<file path="config.mk">
export PLATFORM = sky130hd
export DESIGN_NAME = set_host
export DESIGN_NICKNAME = d
export VERILOG_FILES = /design/src/rtl/set_host.sv
export SDC_FILE = /design/constraint.sdc
export NUM_CORES = 1
export LEC_CHECK = 0
export CELL_PAD_IN_SITES_DETAIL_PLACEMENT = 0
export CELL_PAD_IN_SITES_GLOBAL_PLACEMENT = 1
export CORE_ASPECT_RATIO = 1.4
export CORE_MARGIN = 4
export CORE_UTILIZATION = 34
export DETAILED_ROUTE_END_ITERATION = 12
export PLACE_DENSITY_LB_ADDON = 0.1
export REMOVE_ABC_BUFFERS = 1
export SLEW_MARGIN = 20
export SYNTH_ARGS = -nofsm -noshare
export SYNTH_HDL_FRONTEND = slang
export SYNTH_SLANG_ARGS = --single-unit
</file>
<file path="constraint.sdc">
create_clock -name clk -period 2.4 [get_ports clk]
set_input_delay 0.24 -clock clk [delete_from_list [all_inputs] [get_ports clk]]
set_output_delay 0.24 -clock clk [all_outputs]
set_load 0.1 [all_outputs]
</file>
<file path="src/rtl/set_host.sv">
// Job host for the set-count engine: accepts a job, strobes the engine, waits for
// its result or a timeout, and holds the result until downstream consumes it.
module set_host #(
    parameter int TIMEOUT = 64,
    parameter int CNT_W   = 16
) (
    input  logic             clk,
    input  logic             rst,
    input  logic             job_valid,
    output logic             job_ready,
    input  logic [23:0]      job_central,
    input  logic [11:0]      job_radius,
    input  logic [1:0]       job_mode,
    output logic             en,
    output logic [23:0]      central,
    output logic [11:0]      radius,
    output logic [1:0]       mode,
    input  logic             busy,
    input  logic             valid,
    input  logic [7:0]       candidate,
    output logic             res_valid,
    input  logic             res_ready,
    output logic [7:0]       res_candidate,
    output logic [1:0]       res_mode,
    output logic             res_timeout,
    output logic [CNT_W-1:0] done_count,
    output logic             err_spurious
);
    // state | meaning
    // IDLE  | waiting for a job (only while no result is pending)
    // ISSUE | job latched, waiting for busy low to strobe en
    // WAIT  | engine running; valid or timer expiry ends the job
    typedef enum logic [1:0] {IDLE, ISSUE, WAIT} state_t;

    localparam int TW = $clog2(TIMEOUT + 1);

    state_t        state, state_nx;
    logic [TW-1:0] timer;
    logic          accept;
    logic          issue_go;
    logic          res_ok;
    logic          res_to;

    assign job_ready = (state == IDLE) && !res_valid;
    assign accept    = job_valid && job_ready;

    always_ff @(posedge clk or posedge rst) begin
        if (rst) state <= IDLE;
        else     state <= state_nx;
    end

    always_comb begin
        state_nx = state;
        issue_go = 1'b0;
        res_ok   = 1'b0;
        res_to   = 1'b0;
        case (state)
            IDLE:  if (accept) state_nx = ISSUE;
            ISSUE: if (!busy) begin
                issue_go = 1'b1;
                state_nx = WAIT;
            end
            WAIT: begin
                // valid takes priority over a coincident timer expiry
                if (valid)                              res_ok = 1'b1;
                else if (timer == TW'(TIMEOUT - 1))     res_to = 1'b1;
                if (valid || res_to)                    state_nx = IDLE;
            end
            default: state_nx = IDLE;
        endcase
    end

    always_ff @(posedge clk or posedge rst) begin
        if (rst) begin
            en            <= 1'b0;
            timer         <= '0;
            central       <= '0;
            radius        <= '0;
            mode          <= '0;
            res_valid     <= 1'b0;
            res_candidate <= '0;
            res_mode      <= '0;
            res_timeout   <= 1'b0;
            done_count    <= '0;
            err_spurious  <= 1'b0;
        end else begin
            en <= issue_go;
            if (accept) begin
                central <= job_central;
                radius  <= job_radius;
                mode    <= job_mode;
            end
            if (issue_go)            timer <= '0;
            else if (state == WAIT)  timer <= timer + 1'b1;
            if (res_ok || res_to) begin
                res_valid     <= 1'b1;
                res_candidate <= res_ok ? candidate : 8'd0;
                res_mode      <= mode;
                res_timeout   <= res_to;
                done_count    <= done_count + 1'b1;
            end else if (res_valid && res_ready) begin
                res_valid <= 1'b0;
            end
            if (valid && (state != WAIT)) err_spurious <= 1'b1;
        end
    end
endmodule

</file>
==> results.md <==
- The total overflow left after global routing is 0.
- The startpoint identified for the worst register-to-register timing path is timer[0].
- The number of max-slew violations in the final report is 0.
- On the final layout, the worst hold slack is 328.8 ps.
- The maximum level of the CTS H-tree is 3.
- The most used flip-flop cell after synthesis is dfrtp_1.
- The library cells used most frequently in the layout, excluding fill and tap cells, are dfrtp_1, buf_4, clkdlybuf4s50_1, mux2_2, nand2_1.
- The end of the worst register-to-register path is done_count[11].
- The critical path goes through ha_1 -> nand4b_1 -> o31a_1 -> nor4_1 -> xor2_1.
- Of the cells placed in the final design, the portion with a size suffix greater than 1 is 36.21%.
- Entering global routing, the biggest net connects 44 pins.
- The count of TritonRoute iterations in the first routing pass is 3.
- The detailed-route via count is 2261.
- The layout-stage area growth over the synthesis result is 45.56%.
- For the pin with the worst max-slew slack, the measured transition is roughly 660 ps.
- The pre-CTS setup slack is between 300 and 400 ps.
- The count of nets left with antenna violations once routing finished came out at 0.
- The worst pin sits at a relative slew slack of 55.96%.
- The minimum setup slack in the final design is 390.9 ps.
- For this run, the slowest stage of the critical path takes 500 ps.
- The DRC violation count after routing is 0.
- In this run the register-to-register setup slack is 390 ps.
- Buffers inserted to repair hold after CTS numbered 0.
- For the worst setup path, the data required time is 2650 ps.
- Summed over all failing endpoints, the final setup total negative slack is 0 ps.
- The all-layer global routing usage is between 10 and 15%.
- The initial antenna violation count was 0.
- Yosys printed 0 warnings.
- 121 I/O pins were placed.
- Between clock sinks in the finished design, the worst skew comes to 5.350 ps.
- STA classifies the critical path endpoint as a flop.
- Setup repair after global routing left no endpoint under its margin.
- The wire length of the first global-routing pass is 11680 um.
- The number of synthesized register bits is 77.
- The library cell contributing the largest single delay on the critical path is o31a_1.
- TritonCTS built the clock tree.
- Together, buffers and inverters on the worst path number 0.
- The final period utilization is a little over four fifths.
- The TritonCTS sink count is 77.
- The worst setup path is launched from a flop.
- After detailed routing, the number of vias per cell comes to ~4.9.
- The antenna cell count is 0.
- In this design, the largest share of critical-path delay is due to simple AND/OR/NAND/NOR gates.
- The floorplan die area is 10770 sq um.
- The async set-reset flop share out of synthesis is between 90% and 100%.
- The row count is 41.
- The critical path is of the flop to flop type.
- The number of clock buffers inserted by TritonCTS is 9.
- Counting flops with a built-in enable in the synthesized netlist gives 0.
- The top achievable clock speed is about 500 MHz.
- The final number of setup-violating endpoints is 0.
- The HPWL after detailed placement is 5422 um.
- The final hold violation count is 0.
- The mean cell area of the mapped netlist is 13.59 sq um.
- After synthesis, flip-flops and latches occupy 61.92% of the total area.
- The floorplan step set the die height to 121.2 um.
- The core utilization of the finished layout is 50.45%.
- The count of mapped cells out of synthesis is ~230.
- The net count of the finished layout is 410.
- The worst path needs 2009 ps of the cycle, external delays included.
- The routed wire length per instance is 15.99 um.
- The x dimension of the die is around 90 um.
- The floorplan core area is 8977 sq um.
- During placement, the flow inserted port buffers numbering 120.
- The starting density of the core is around a third.
- The number of buffers on the longest clock path is 2.
- After clock tree synthesis, the repair step resized 0 gates.
- Counting the fill cells in the layout gives 813.
- Across the run, the number of max-cap violations was 0.
- The tightest min-delay check is of the input pin to asynchronous set/reset pin type.
- Counting distinct cell types in the post-synthesis netlist gives 34.
- The starting DRC count in detailed routing is 33.
- The number of global-route vias before repair is 2278.
- Routability-driven placement finished with a final weighted congestion of between 0.7 and 0.8.
- The clock reaches the later pin of the worst-skew pair after 320 ps.
- In this run the post-CTS setup repair buffer count came out at 0.
- The CTS root buffer is clkbuf_16.
- The CTS clock-pin slew for the worst setup and hold paths is 60 ps.
- The peak fanout along the critical path is 16.
- The cell area after synthesis is 3112 sq um.
- Wires add up to 7451 um.
- The arrival time reported for the critical path endpoint is between 2000 and 2500 ps.
- The most frequent standard cell in the layout excluding fill and tap cells is dfrtp_1.
- The worst reg2reg path depth is 5.
- The run finished with clean final reports.
[worst max path at each step]
| stage | slack, ps | depth (start not counted) | endpoint | from |
|---|---|---|---|---|
| finish | 390 | 5 | done_count[11] | timer[0] |
| CTS | 370 | 5 | done_count[11] | timer[0] |
| global route | 190 | 5 | done_count[11] | timer[1] |
| floorplan | -2250 | 3 | mode[0] | res_valid |
| global placement | 440 | 5 | done_count[15] | valid |
| detailed placement | 400 | 5 | res_candidate[5] | valid |
[state kept, by name (all words and copies together) (netlist names)]
signal	count
radius	12
err_spurious	1
central	24
state	2
res_candidate	8
res_mode	2
res_timeout	1
res_valid	1
mode	2
en	1
done_count	16
timer	7
[synth_stat cells (2+ instances only)]
master    count  area, sq um
a21oi_1       3        15.01
nor3_1        6        30.03
nand2_1      18        67.56
ha_1          2        25.02
mux2i_1       2        20.02
nand3b_1      2        15.01
mux2_2       38        427.9
dfrtp_1      77         1927
o21ai_0       5        25.02
nand4_1       6        37.54
o31ai_1       2        15.01
xnor2_1       5        43.79
a22o_1        8        70.07
buf_2         4        20.02
a31o_2        2        17.52
xor2_1       12        105.1
and4_1        2        17.52
buf_6         3        33.78
and4b_1       2        20.02
nor2_1        5        18.77
nand3_1       6        30.03
nor4_1        3        18.77
inv_1         5        18.77
[final cells by class]
type	instances	area, sq um	share of cell area, %
well taps	107	133.9	2.956
clock buffers	13	260.3	5.746
repair buffers	125	1079	23.81
inverters	5	20.02	0.4420
multi-input cells	138	1102	24.34
clock inverters	1	7.507	0.1657
flip-flops and latches	77	1927	42.54
[layer usage]
metal / GRT usage [%] / wire length [um] / up-vias
li1: - / - / 1068
met1: 19.92 / 3294 / 1096
met2: 21.00 / 3361 / 90
met3: 3.533 / 696 / 7
met4: 6.522 / 99 / 0
met5: 0 / 0 / -
[per-stage QoR]
stage	std cells	area [sq um]
2_1_floorplan	220	3047
3_3_place_gp	452	4262
3_5_place_dp	452	4262
4_1_cts	466	4529
5_1_grt	466	4529
6_report	466	4529
[worst min-delay path, cell delays in order]
cell             delay (ps)
clkdlybuf4s50_1         410
clkinv_2                 50
buf_4                   370
[cells by family (layout without fill, tap and decap cells)]
kind of cell,Yosys count,after routing,synth area share (%)
flops,77,77,61.92
simple gates,54,54,9.610
compound gates,25,25,5.790
xor+xnor,17,17,4.785
buf+inv,14,144,2.694
mux,40,40,14.39
fa+ha+maj,2,2,0.8041
Power is left out: the tool's default activity adds up to more than one toggle a clock period on the data nets, which glitch-free logic cannot reach.
